--- config.mk ---
export PLATFORM = sky130hd
export DESIGN_NAME = bcd_seq_converter
export DESIGN_NICKNAME = d
export VERILOG_FILES = /design/src/rtl/bcd_pkg.sv /design/src/rtl/bcd_digit_adj.sv /design/src/rtl/bcd_seq_converter.sv
export SDC_FILE = /design/constraint.sdc
export NUM_CORES = 1
export LEC_CHECK = 0
export BUFFER_PORTS_ARGS = -buffer_cell sky130_fd_sc_hd__buf_2
export CORE_ASPECT_RATIO = 0.5
export CORE_MARGIN = 5
export CORE_UTILIZATION = 50
export DETAILED_ROUTE_END_ITERATION = 16
export PLACE_DENSITY = 0.79
export SYNTH_ARGS = -nofsm -noshare
export SYNTH_HDL_FRONTEND = slang
export SYNTH_HIERARCHICAL = 1
export SYNTH_SLANG_ARGS = --single-unit
export TNS_END_PERCENT = 20
--- constraint.sdc ---
create_clock -name clk -period 2.1 [get_ports clk]
set_clock_uncertainty 0.1 [all_clocks]
set_input_delay 0.21 -clock clk [delete_from_list [all_inputs] [get_ports clk]]
set_output_delay 0.21 -clock clk [all_outputs]
set_load 0.01 [all_outputs]
--- src/rtl/bcd_pkg.sv ---
// Shared definitions for the sequential binary-to-BCD converter.
//   bcd_state_t : converter FSM states
//   BCD_NINE    : digit value used when the result saturates on overflow
//   bcd_add3    : double-dabble digit adjust (+3 when the digit is >= 5)
package bcd_pkg;

  typedef enum logic [1:0] {IDLE, SHIFT, DONE} bcd_state_t;

  localparam logic [3:0] BCD_NINE = 4'd9;

  // Only 4 bits are kept. No carry is passed to the next digit.
  function automatic logic [3:0] bcd_add3(input logic [3:0] d);
    return (d >= 4'd5) ? d + 4'd3 : d;
  endfunction

endpackage

--- src/rtl/bcd_digit_adj.sv ---
// One BCD digit cell of the double-dabble chain.
// The cell adjusts its digit, then shifts it left by one bit.
//   digit_i : current digit value
//   bit_i   : bit entering at the LSB (from the lower digit, or the binary MSB)
//   digit_o : adjusted and shifted digit
//   bit_o   : bit leaving at the MSB (to the next digit, or the overflow sticky)
module bcd_digit_adj
  import bcd_pkg::*;
(
  input  logic [3:0] digit_i,
  input  logic       bit_i,
  output logic [3:0] digit_o,
  output logic       bit_o
);

  logic [3:0] adj;

  assign adj     = bcd_add3(digit_i);
  assign digit_o = {adj[2:0], bit_i};
  assign bit_o   = adj[3];

endmodule

--- src/rtl/bcd_seq_converter.sv ---
// Sequential binary-to-BCD converter (double-dabble). It converts one bit per clock.
//   clk, rst            : rising-edge clock, asynchronous active-high reset
//   in_valid/in_ready   : input handshake; in_bin is sampled on the accept edge
//   in_bin [W_IN]       : unsigned binary value
//   out_valid/out_ready : result handshake; outputs are held while waiting
//   out_bcd [4*DIGITS]  : packed digits; digit 0 (units) sits at the LSBs
//   out_ovf             : value >= 10^DIGITS; out_bcd saturates to all nines
//   out_blank [DIGITS]  : leading-zero mask; bit 0 is never set
module bcd_seq_converter
  import bcd_pkg::*;
#(
  parameter int W_IN   = 10,
  parameter int DIGITS = 4
) (
  input  logic                  clk,
  input  logic                  rst,
  input  logic                  in_valid,
  output logic                  in_ready,
  input  logic [W_IN-1:0]       in_bin,
  output logic                  out_valid,
  input  logic                  out_ready,
  output logic [4*DIGITS-1:0]   out_bcd,
  output logic                  out_ovf,
  output logic [DIGITS-1:0]     out_blank
);

  localparam int CW = $clog2(W_IN + 1);
  localparam int AW = 4 * DIGITS;

  bcd_state_t        state_q, state_d;
  logic [W_IN-1:0]   sr_q, sr_d;
  logic [AW-1:0]     acc_q, acc_d, acc_sh, nines;
  logic              ovf_q, ovf_d, ovf_nx;
  logic [CW-1:0]     cnt_q, cnt_d;
  logic              vld_q, vld_d;
  logic [AW-1:0]     bcd_q, bcd_d;
  logic              oovf_q, oovf_d;
  logic [DIGITS-1:0] blank_q, blank_d, blank_nx;
  logic [DIGITS:0]   carry;

  // Adjust-and-shift chain. Digit 0 takes the binary MSB.
  // Whatever leaves the top digit means the value does not fit.
  assign carry[0] = sr_q[W_IN-1];

  for (genvar g = 0; g < DIGITS; g++) begin : g_dig
    bcd_digit_adj u_adj (
      .digit_i (acc_q[4*g +: 4]),
      .bit_i   (carry[g]),
      .digit_o (acc_sh[4*g +: 4]),
      .bit_o   (carry[g+1])
    );
    assign nines[4*g +: 4] = BCD_NINE;
  end

  assign ovf_nx = ovf_q | carry[DIGITS];

  // Leading-zero mask of the final accumulator.
  // It is a running AND scanned from the top digit down.
  always_comb begin
    logic zrun;
    zrun     = 1'b1;
    blank_nx = '0;
    for (int i = DIGITS - 1; i >= 1; i--) begin
      zrun        = zrun & (acc_sh[4*i +: 4] == 4'd0);
      blank_nx[i] = zrun;
    end
  end

  always_comb begin
    state_d = state_q;
    sr_d    = sr_q;
    acc_d   = acc_q;
    ovf_d   = ovf_q;
    cnt_d   = cnt_q;
    vld_d   = vld_q;
    bcd_d   = bcd_q;
    oovf_d  = oovf_q;
    blank_d = blank_q;
    case (state_q)
      IDLE: begin
        if (in_valid) begin
          sr_d    = in_bin;
          acc_d   = '0;
          ovf_d   = 1'b0;
          cnt_d   = CW'(W_IN);
          state_d = SHIFT;
        end
      end
      SHIFT: begin
        sr_d  = sr_q << 1;
        acc_d = acc_sh;
        ovf_d = ovf_nx;
        cnt_d = cnt_q - 1'b1;
        // The result registers load on the same edge as the last shift.
        // This makes out_valid rise exactly W_IN edges after the accept.
        if (cnt_q == CW'(1)) begin
          state_d = DONE;
          vld_d   = 1'b1;
          oovf_d  = ovf_nx;
          bcd_d   = ovf_nx ? nines : acc_sh;
          blank_d = ovf_nx ? '0 : blank_nx;
        end
      end
      DONE: begin
        if (out_ready) begin
          state_d = IDLE;
          vld_d   = 1'b0;
          bcd_d   = '0;
          oovf_d  = 1'b0;
          blank_d = '0;
        end
      end
      default: state_d = IDLE;
    endcase
  end

  always_ff @(posedge clk or posedge rst) begin
    if (rst) begin
      state_q <= IDLE;
      sr_q    <= '0;
      acc_q   <= '0;
      ovf_q   <= 1'b0;
      cnt_q   <= '0;
      vld_q   <= 1'b0;
      bcd_q   <= '0;
      oovf_q  <= 1'b0;
      blank_q <= '0;
    end else begin
      state_q <= state_d;
      sr_q    <= sr_d;
      acc_q   <= acc_d;
      ovf_q   <= ovf_d;
      cnt_q   <= cnt_d;
      vld_q   <= vld_d;
      bcd_q   <= bcd_d;
      oovf_q  <= oovf_d;
      blank_q <= blank_d;
    end
  end

  // in_ready is held low while reset is asserted, even though the state is IDLE.
  assign in_ready  = (state_q == IDLE) & ~rst;
  assign out_valid = vld_q;
  assign out_bcd   = bcd_q;
  assign out_ovf   = oovf_q;
  assign out_blank = blank_q;

endmodule

Word-level counts from Yosys, hierarchy flattened
Cells that the tools add are included.
- bits in registers: 55
- word-level logic and storage cells: 67
- mux-type cells: 29
- equality and inequality tests: 6
- order comparisons: 4
- bitwise operators: 5
- reductions and logical operators: 9
- $add $sub $neg: 5
- operator list (operator ; count):
    two-way mux 16 bit ; 4
    one-hot mux 16 bit (2 select lines) ; 2
    two-way mux 4 bit ; 8
    one-hot mux 10 bit (2 select lines) ; 1
    adder 4 x 2 -> 4 bit (second input constant) ; 4
    greater-or-equal comparator 4 x 3 -> 1 bit (second input constant) ; 4
    one-hot mux 4 bit (2 select lines) ; 2
    zero test 4 bit ; 3
    two-way mux 10 bit ; 1
    two-way mux 2 bit ; 3
    != test 2 bit (second input constant) ; 3
    one-hot mux 1 bit (2 select lines) ; 3
    one-hot mux 2 bit (3 select lines) ; 1
    AND reduction 3 bit ; 2
    == test 4 x 1 -> 1 bit (second input constant) ; 1
    two-way mux 1 bit ; 4
    nonzero test 2 bit ; 2
    subtractor 4 x 1 -> 4 bit (second input constant) ; 1
    bitwise AND 1 bit ; 3
    == test 2 x 1 -> 1 bit (second input constant) ; 1
    == test 2 bit (second input constant) ; 1
    zero test 2 bit ; 1
    AND reduction 2 bit ; 1
    inverter 1 bit ; 1
    OR 1 bit ; 1

Depth between registers and ports, before layout
Gate-level depths: netlist of run 1.
- depth after elaboration: 8
- gate-level depth with buffers: 9

Hierarchy
Netlist of run 1, hierarchy kept.
- by module, submodules not included (module ; area each (um^2) ; sequential area each (um^2) ; cells each ; times used):
    bcd_seq_converter ; 2358.5 ; 1351.3 ; 196 ; 1
    bcd_digit_adj ; 108.9 ; 0.0 ; 17 ; 4

Worst setup path before layout of run 1
OpenSTA, ideal clock, no wires.
- path type: flip-flop to flip-flop
- from: register acc_q[8]
- to: register blank_q[1] (netlist: out_blank[1])
- library setup time: 0.067 ns
- cell stages (with the launch flop): 8
- required time: 1.933 ns
- setup slack: 0.019 ns
- data arrival time: 1.914 ns
- cells stage by stage: dfrtp_1 > ha_1 > nand2b_1 > a21oi_2 > mux2i_1 > or4_4 > nor4_4 > a32o_1
- word-level cells in the longest chain between the ends: 8
- RTL lines (element ; line ; source):
    from (decl) ; bcd_seq_converter.sv:32 ; logic [AW-1:0] acc_q, acc_d, acc_sh, nines;
    from (signal assigned) ; bcd_seq_converter.sv:121 ; acc_q <= '0;
    from (signal assigned) ; bcd_seq_converter.sv:131 ; acc_q <= acc_d;
    adder 4 x 2 -> 4 bit / greater-or-equal comparator 4 x 3 -> 1 bit (equally long branches) ; bcd_pkg.sv:13 ; return (d >= 4'd5) ? d + 4'd3 : d;
    two-way mux 4 bit * ; bcd_pkg.sv:13 ;
    named net acc_sh[10] ; bcd_seq_converter.sv:32 ;
    zero test 4 bit * ; bcd_seq_converter.sv:64 ; zrun = zrun & (acc_sh[4*i +: 4] == 4'd0);
    bitwise AND 1 bit * (2 in series) ; bcd_seq_converter.sv:64 ;
    two-way mux 4 bit * ; bcd_seq_converter.sv:101 ; blank_d = ovf_nx ? '0 : blank_nx;
    two-way mux 4 bit * ; bcd_seq_converter.sv:96 ; if (cnt_q == CW'(1)) begin
    one-hot mux 4 bit (2 select lines) * ; bcd_seq_converter.sv:79 ; case (state_q)
    to (signal assigned) ; bcd_seq_converter.sv:137 ; blank_q <= blank_d;
    to (decl) ; bcd_seq_converter.sv:38 ; logic [DIGITS-1:0] blank_q, blank_d, blank_nx;
The timed path passes the listed nets; every way through them passes the cells marked *. The select of a mux whose other input is x is not followed.
A chain may end at the register's enable or synchronous reset.

Final worst setup path of run 1
- from: register acc_q[13]
- to: register blank_q[1] (netlist: out_blank[1])
The elaborated chain is that of the path after synthesis.

==> run_results.csv, run 1 <==
group,metric,value,unit
timing,timing.final.ws_setup,-0.0269,ns
grt,grt-ovfl-total,0,
worst_setup_path,crit_path_top_delay_cell,"or3_4",
synth,synthSimpleGateAreaFrac,0.154,
worst_setup_path,cp.arrival,2.28,ns
placement,placed_cells,374,
power_and_ir_drop,p_sw_frac,0.399,
power_and_ir_drop,pwr-share-seq,0.344,
timing,fin_crit_sh,1.01,
grt,grt_pass1_vias,2230,
synth,avgSynthCellArea,10.6,um^2
finish,fin_cells,385,
power_and_ir_drop,comb_power_share,0.528,
routing,finalWirelength,6370,um
power_and_ir_drop,p_int,3280,uW
routing,drt_pass1_iterations,4,
synth,synth_seq_cells,54,
finish,area_growth,17.5,%
worst_setup_path,crit_cells,8,
synth,syn-cell-area,2790,um^2
finish,layout.nets,335,
placement,detailed_place_hpwl,4600,um
synth,synth_flop_cell,"dfrtp_1",
grt,top_usage_layer,"met2",
synth,synth_top_family_by_area,"compound AO/OA/AOI/OAI gates",
synth,synthMuxAreaShare,0.0219,
routing,ant_nets,0,
placement,gp_congestion,0.834,
clocking,clockBufferDepth,2,
synth,synthArstFlopShare,1.00,
synth,yosysTopAreaCell,"dfrtp_1",
grt,globalRouteMet1Util,0.250,
clocking,path_clk_slew,0.10,ns
synth,yosysMostFrequentCell,"dfrtp_1",
floorplanning,dieHeight,62.9,um
clocking,clock-root-buffer,"clkbuf_8",
floorplanning,die_area,7270,um^2
routing,num_vias,2198,
floorplanning,ios,37,
synth,synth_nets,288,
power_and_ir_drop,power.density,1660,nW/um^2
floorplanning,die_w,116,um
outcome,run_status,"complete, but fails checks",
grt,grt.met2_usage,0.307,
finish,diodes,0,
routing,drcViolationCount,0,
clocking,cts_buffers,5,
worst_setup_path,crit_required,2.26,ns
synth,synth_compound_area_frac,0.219,
timing,max_freq,470,MHz
finish,fin_util,0.603,
min_path,hold_path_class,"in2reg",
grt,grt_usage,0.190,
routing,drt-vias-per-instance,5.71,
timing,rsz0062_at_grt,"true",
timing,finalHoldViolCount,0,
timing,slew_violations,0,
grt,grt_max_degree,34,
clocking,h-tree-depth,2,
power_and_ir_drop,power.leakage,0.00161,uW
worst_setup_path,critPathBufInv,1,
floorplanning,core_area,5440,um^2
power_and_ir_drop,irDropWorstVdd,0.000642,V
clocking,cts_tree,"built",
worst_setup_path,startpoint_type,"flop",
synth,synth_top_area_frac,0.484,
grt,grt_pass1_wl,10900,um
synth,syn_inst,264,
timing,slew_headroom,0.214,
grt,antenna_found_initial,0,
synth,synth_xor_area_frac,0.0125,
synth,ys_seq_area_frac,0.484,
timing,whs,0.0173,ns
synth,yosysWarnings,6,
job,max_cap_violations,0,
floorplanning,start_util,0.513,
grt,met3_usage,0.0358,
outcome,violations,"negative setup slack",
clocking,clk_latency,0.31,ns
timing,fin_crit,2.13,ns
power_and_ir_drop,p_switching,2180,uW
worst_setup_path,cpPeakStageDelay,0.42,ns
routing,drt_iter0_drc,87,
synth,ys_types,48,
synth,netlist_top_cells_area,"dfrtp_1 48%, a22o_1 7.5%, ha_1 4.5%, nand2_1 3.2%, nand2b_1 2.2%",
clocking,clock-sinks,54,
floorplanning,rows,19,
worst_setup_path,critPathKind,"reg2reg",
power_and_ir_drop,clkPwrFrac,0.128,
synth,synth_edf_count,0,
timing,setup_viol,1,
min_path,whs_path_depth,2,
placement,io_buffers,35,
worst_setup_path,reg2regPathDepth,8,
finish,drive_above_1_share,0.295,
routing,wl_per_cell,16.5,um
worst_setup_path,endpoint_kind,"flop",
finish,fill_cells,432,
timing,worst_pin_slew,1.18,ns
synth,synth-adder-area-share,0.0448,
worst_setup_path,cp_max_fo,3,
worst_setup_path,crit_chain,"inv_1 -> ha_2 -> nand2b_4 -> a21oi_4 -> mux2i_1 -> or3_4 -> nor4_4 -> a32o_2",
worst_setup_path,critPathTopFamily,"simple AND/OR/NAND/NOR gates",
synth,synthTopCellsByCount,"54 x dfrtp_1, 24 x a22o_1, 24 x nand2_1, 15 x inv_1, 13 x nor2_1",
-- cells in the final DEF (no fill, tap or decap), types with 3 or more instances in the layout --
cell | netlist | routed
buf_2 | 5 | 35
a31oi_1 | 5 | 5
and2_1 | 5 | 5
o21ai_1 | 9 | 9
dfrtp_1 | 54 | 54
mux2i_1 | 5 | 4
a21oi_1 | 9 | 9
o2bb2ai_1 | 7 | 7
a32o_1 | 4 | 3
inv_1 | 15 | 13
buf_4 | 8 | 22
nor2_1 | 13 | 13
nand2b_1 | 10 | 8
o21ai_0 | 10 | 10
a22o_1 | 24 | 24
nand2_1 | 24 | 24
xnor2_1 | 4 | 4
clkbuf_8 | 0 | 5
nor2b_1 | 4 | 4
a22oi_1 | 4 | 4
ha_1 | 10 | 7
-- flip-flops by register name (all words and copies together), names as in the netlist --
register / cells
acc_q: 16
out_bcd: 16
sr_q: 10
cnt_q: 4
out_blank: 3
state_q: 2
out_ovf: 1
out_valid: 1
ovf_q: 1
-- logic make-up (layout without fill, tap and decap cells) --
group | after synthesis | in the layout
compound gates | 82 | 82
xor+xnor | 4 | 4
fa+ha+maj | 10 | 10
buf+inv | 33 | 81
flops | 54 | 54
mux | 6 | 6
other cells | 1 | 1
simple gates | 74 | 74
-- stage by stage --
step	worst slack [ns]	instance area [um^2]	setup TNS, ns	power, uW
after CTS	-0.0334	3240	-0.0334	5350
after global routing	-0.110	3280	-0.169	5850
after floorplan	0.0186	2790	0	3700
final	-0.0269	3280	-0.0269	5460
after detailed placement	-0.144	3090	-0.223	4560
after global placement	0.0296	3090	0	4390
-- worst paths after layout --
check / slack, ns / start / endpoint
worst max-delay path: -0.03 / acc_q[13] / out_blank[1]
worst min-delay path: 0.02 / out_ready / state_q[1]
worst max register to register: -0.03 / acc_q[13] / out_blank[1]
worst min register to register: 0.39 / out_valid / out_valid
max in group asynchronous: 0.79 / rst / out_bcd[3]
min in group asynchronous: 0.46 / rst / sr_q[5]
-- layer usage --
| metal | up-vias | share of wire |
|---|---|---|
| li1 | 1019 | - |
| met1 | 1083 | 0.42 |
| met2 | 76 | 0.49 |
| met3 | 20 | 0.058 |
| met4 | 0 | 0.031 |
| met5 | - | 0 |
-- power groups by stage --
stage          Sequential (uW)  Clock (uW)  Combinational (uW)
6_report                  1880         699                2880
5_1_grt                   1950         758                3140
4_1_cts                   1870         709                2770
3_5_place_dp              1880           0                2680
3_3_place_gp              1850           0                2540
2_1_floorplan             1890           0                1810
-- cell type report --
type | count | area (um^2) | share of cell area
Clock inverter | 3 | 40.0 | 0.0122
Clock buffer | 5 | 68.8 | 0.0210
Tap cell | 73 | 91.3 | 0.0278
Multi-Input combinational cell | 177 | 1320 | 0.403
Timing Repair Buffer | 58 | 350 | 0.107
Inverter | 15 | 56.3 | 0.0172
Sequential cell | 54 | 1350 | 0.412
-- worst reg2reg max path: cells and delay by family (launching register included) --
family          cells  cell delay (ns)
simple gates        3             0.72
fa+ha+maj           1             0.23
buf+inv             1             0.11
mux                 1             0.12
compound gates      2             0.39
flops               1             0.40
-- repair_timing --
item	4_1_cts	5_1_grt
buffers inserted	1	1
hold buffers	1	0
hold endpoints to repair	31	0
pin swaps	3	2
resized for setup	5	7
endpoints found under the setup margin	2	3
(Power assumes the default switching activity.)
==> run 2, diff against run 1 <==
==> constraint.sdc (replaced) <==
create_clock -name clk -period 2.1 [get_ports clk]
set_clock_uncertainty 0.1 [all_clocks]
set_input_delay 0.315 -clock clk [delete_from_list [all_inputs] [get_ports clk]]
set_output_delay 0.315 -clock clk [all_outputs]
set_load 0.01 [all_outputs]
==> run_results.csv, run 2 (synthesis results as in run 1) <==
group,metric,value,unit
floorplanning,dieHeight,62.9,um
outcome,run_status,"complete, but fails checks",
routing,ant_nets,0,
min_path,whs_path_depth,2,
timing,worst_pin_slew,1.14,ns
floorplanning,start_util,0.513,
finish,diodes,0,
placement,io_buffers,35,
placement,detailed_place_hpwl,4450,um
floorplanning,core_area,5440,um^2
floorplanning,ios,37,
timing,max_freq,464,MHz
finish,layout_common_cells,"54 x dfrtp_1, 35 x buf_2, 27 x buf_4, 24 x a22o_1, 24 x nand2_1",
timing,tns,-0.0582,ns
worst_setup_path,reg2regPathDepth,8,
worst_setup_path,cp.arrival,2.30,ns
grt,grt_pass1_vias,2191,
routing,drcViolationCount,0,
floorplanning,die_area,7270,um^2
clocking,clock-root-buffer,"clkbuf_8",
clocking,h-tree-depth,2,
placement,post_dp_cell_area,3090,um^2
routing,num_vias,2189,
job,max_cap_violations,0,
floorplanning,rows,19,
grt,grt_usage,0.181,
power_and_ir_drop,power,5540,uW
timing,rsz0062_at_grt,"true",
worst_setup_path,cp_max_fo,3,
outcome,violations,"negative setup slack",
worst_setup_path,timing.rr.end,"out_blank[1]",
grt,antenna_found_initial,0,
worst_setup_path,ff2ff_setup_slack,-0.06,ns
power_and_ir_drop,power.density,1670,nW/um^2
worst_setup_path,endpoint_kind,"flop",
power_and_ir_drop,irDropWorstVdd,0.000589,V
worst_setup_path,crit_required,2.25,ns
routing,finalWirelength,6280,um
finish,fin_area,3310,um^2
min_path,hold_path_class,"in2reg",
placement,gp_congestion,0.831,
worst_setup_path,startpoint_type,"flop",
routing,drt_iter0_drc,119,
finish,area_growth,18.5,%
clocking,clk_latency,0.31,ns
finish,drive_above_1_share,0.306,
clocking,clockBufferDepth,2,
timing,setup_viol,2,
floorplanning,die_w,116,um
clocking,cts_tree,"built",
finish,mostFrequentLayoutCell,"dfrtp_1",
routing,drt-vias-per-instance,5.61,
worst_setup_path,timing.rr.start,"acc_q[13]",
timing,slew_violations,0,
timing,slew_headroom,0.238,
grt,grt_max_degree,28,
worst_setup_path,critPathKind,"reg2reg",
timing,finalHoldViolCount,0,
finish,layout.nets,340,
power_and_ir_drop,power.leakage,0.00162,uW
grt,grt-ovfl-total,0,
timing,fin_crit,2.16,ns
clocking,cts_buffers,5,
min_path,holdPathEnd,"state_q[1]",
routing,wl_per_cell,16.1,um
grt,grt_pass1_wl,10600,um
finish,fill_cells,443,
min_path,hold_start,"out_ready",
clocking,clock-sinks,54,
timing,fin_crit_sh,1.03,
timing,timing.final.ws_setup,-0.0553,ns
routing,drt_pass1_iterations,4,
clocking,path_clk_slew,0.10,ns
## run 2: routing by layer
metal,up-vias,share of wire,GRT usage
met4,0,0.0097,0.0463
met5,-,0,0
met1,1108,0.45,0.246
met3,7,0.035,0.0338
met2,39,0.50,0.298
li1,1035,-,-
## run 2: final cells by class
type,count,area (um^2),area share
clock buffers,6,72.6,0.0219
multi-input cells,177,1320,0.397
flip-flops and latches,54,1350,0.408
inverters,15,56.3,0.0170
well taps,73,91.3,0.0276
repair buffers,63,388,0.117
clock inverters,2,37.5,0.0113
## run 2: power by group
part | total (uW) | switching (uW) | internal (uW)
combinational | 2960 | 1460 | 1510
sequential | 1890 | 391 | 1500
clock | 694 | 338 | 356
total | 5540 | 2180 | 3360
## run 2: per-stage QoR
stage	util	hold slack, ns	setup slack (ns)	instances
after detailed placement	0.568	0.268	-0.105	374
final	0.608	0.123	-0.0553	390
after global placement	0.568	0.261	0.0286	374
after global routing	0.608	0.117	-0.140	390
after floorplan	-	0.301	0.0186	264
after CTS	0.603	0.120	-0.0686	388
## run 2: worst max-delay path by stage
stage / endpoint / start / cells past startpoint / slack, ns
after global routing: out_blank[1] / acc_q[13] / 8 / -0.14
after CTS: out_blank[1] / acc_q[9] / 8 / -0.07
after floorplan: out_blank[1] / acc_q[8] / 7 / 0.02
after global placement: out_blank[1] / acc_q[8] / 7 / 0.03
after detailed placement: out_blank[1] / acc_q[8] / 7 / -0.10
final: out_blank[1] / acc_q[13] / 8 / -0.06
## run 2: worst max-delay path, cell delays in order, from the launching register on
cell and delay, ns:
dfrtp_1 0.42, inv_2 0.09, ha_2 0.22, nand2b_4 0.07, a21oi_2 0.21, xnor2_1 0.12, or3_4 0.42, nor4_4 0.23
a32o_1 0.22
## run 2: repair_timing
item / CTS / global route
buffers inserted: 5 / 2
hold endpoints to repair: 21 / 0
endpoints found under the setup margin: 2 / 9
pin swaps: 5 / 7
gates resized for setup: 8 / 4
hold buffers: 1 / 0
==> run 3, diff against run 2 <==
- SKIP_LAST_GASP: unset -> 1
==> run_results.csv, run 3 (synthesis results as in run 1) <==
group,metric,value,unit
min_path,hold_path_class,"in2reg",
routing,drt_pass1_iterations,4,
placement,gp_congestion,0.831,
grt,grt-ovfl-total,0,
timing,timing.final.ws_setup,-0.0519,ns
worst_setup_path,cpPeakStageDelay,0.42,ns
clocking,h-tree-depth,2,
finish,layout.nets,340,
routing,finalWirelength,6260,um
floorplanning,die_area,7270,um^2
clocking,clk_latency,0.31,ns
worst_setup_path,critPathKind,"reg2reg",
finish,area_growth,18.5,%
finish,mostFrequentLayoutCell,"dfrtp_1",
routing,ant_nets,0,
job,max_cap_violations,0,
floorplanning,die_w,116,um
finish,layout_common_cells,"54 x dfrtp_1, 35 x buf_2, 27 x buf_4, 24 x a22o_1, 24 x nand2_1",
finish,fin_util,0.608,
timing,slew_headroom,0.260,
power_and_ir_drop,power.leakage,0.00162,uW
timing,slew_violations,0,
worst_setup_path,crit_path_top_delay_cell,"dfrtp_1",
timing,worst_pin_slew,1.11,ns
clocking,cts_tree,"built",
floorplanning,dieHeight,62.9,um
power_and_ir_drop,power.density,1670,nW/um^2
grt,antenna_found_initial,0,
outcome,run_status,"complete, but fails checks",
timing,rsz0062_at_grt,"true",
clocking,clock-root-buffer,"clkbuf_8",
timing,max_freq,465,MHz
grt,grt_max_degree,28,
finish,multi_input_area,1320,um^2
worst_setup_path,crit_required,2.25,ns
timing,fin_crit_sh,1.02,
placement,io_buffers,35,
finish,fin_area,3310,um^2
grt,grt_usage,0.181,
grt,grt_pass1_wl,10600,um
routing,drt-vias-per-instance,5.61,
clocking,clock-sinks,54,
floorplanning,start_util,0.513,
finish,fill_cells,443,
worst_setup_path,endpoint_kind,"flop",
worst_setup_path,cp_max_fo,3,
finish,drive_above_1_share,0.306,
outcome,violations,"negative setup slack",
finish,diodes,0,
routing,num_vias,2187,
clocking,clockBufferDepth,2,
timing,setup_viol,1,
clocking,path_clk_slew,0.10,ns
worst_setup_path,cp.arrival,2.30,ns
timing,finalHoldViolCount,0,
finish,seqCellArea,1350,um^2
routing,drcViolationCount,0,
timing,fin_crit,2.15,ns
floorplanning,ios,37,
placement,placed_cells,374,
worst_setup_path,crit_chain,"inv_2 -> ha_2 -> nand2b_4 -> a21oi_2 -> mux2i_1 -> or3_4 -> nor4_4 -> a32o_1",
grt,grt_pass1_vias,2191,
placement,post_dp_cell_area,3090,um^2
floorplanning,core_area,5440,um^2
routing,wl_per_cell,16.0,um
floorplanning,rows,19,
routing,drt_iter0_drc,138,
power_and_ir_drop,irDropWorstVdd,0.000588,V
clocking,cts_buffers,5,
placement,dp_worst_setup_slack,-0.105,ns
placement,detailed_place_hpwl,4450,um
finish,fin_cells,390,
worst_setup_path,startpoint_type,"flop",
[run 3: cell counts in the layout (fill, tap and decap cells not counted)]
Identical to the previous run, type by type.
[run 3: critical path: cells and delay by family, from the launching register on]
family                   cells  cell delay [ns]
adder cells (fa/ha/maj)      1             0.22
AND/OR/NAND/NOR              3             0.72
flip-flops                   1             0.42
multiplexers                 1             0.13
buffers and inverters        1             0.09
AO/OA/AOI/OAI                2             0.43
[run 3: where the power goes]
group / internal, uW / switching (uW)
Clock: 356 / 340
Combinational: 1500 / 1460
Sequential: 1500 / 388
[run 3: path summary, 6_finish.rpt]
check,start,to,slack [ns],depth (start not counted)
setup / recovery,acc_q[13],out_blank[1],-0.05,8
hold / removal,out_ready,state_q[1],0.12,2
setup reg to reg,acc_q[13],out_blank[1],-0.05,8
hold reg to reg,out_valid,out_valid,0.39,1
max in group asynchronous,rst,acc_q[11],0.81,4
min in group asynchronous,rst,acc_q[15],0.48,3
[run 3: repair_timing]
| item | CTS | global route |
|---|---|---|
| gates resized for setup | 8 | 4 |
| hold buffers | 1 | 0 |
| endpoints found under the setup margin | 2 | 9 |
| endpoints found under the hold margin | 21 | 0 |
| pin swaps | 5 | 6 |
| buffers inserted | 5 | 2 |
[run 3: final cells by class]
type,count,area share
flip-flops and latches,54,0.408
multi-input cells,177,0.397
repair buffers,63,0.117
well taps,73,0.0276
clock buffers,6,0.0219
inverters,15,0.0170
clock inverters,2,0.0113
[run 3: per-stage QoR]
step / power [uW] / TNS [ns] / hold WS, ns
after floorplan: 3700 / 0 / 0.301
after global placement: 4390 / 0 / 0.261
after detailed placement: 4530 / -0.168 / 0.268
after CTS: 5430 / -0.102 / 0.120
after global routing: 5960 / -0.315 / 0.117
final: 5540 / -0.0519 / 0.121
[run 3: metal layers]
layer,track usage,vias up,share of wire
met2,0.298,50,0.50
met3,0.0338,11,0.042
li1,-,1035,-
met5,0,-,0
met1,0.246,1091,0.45
met4,0.0463,0,0.012
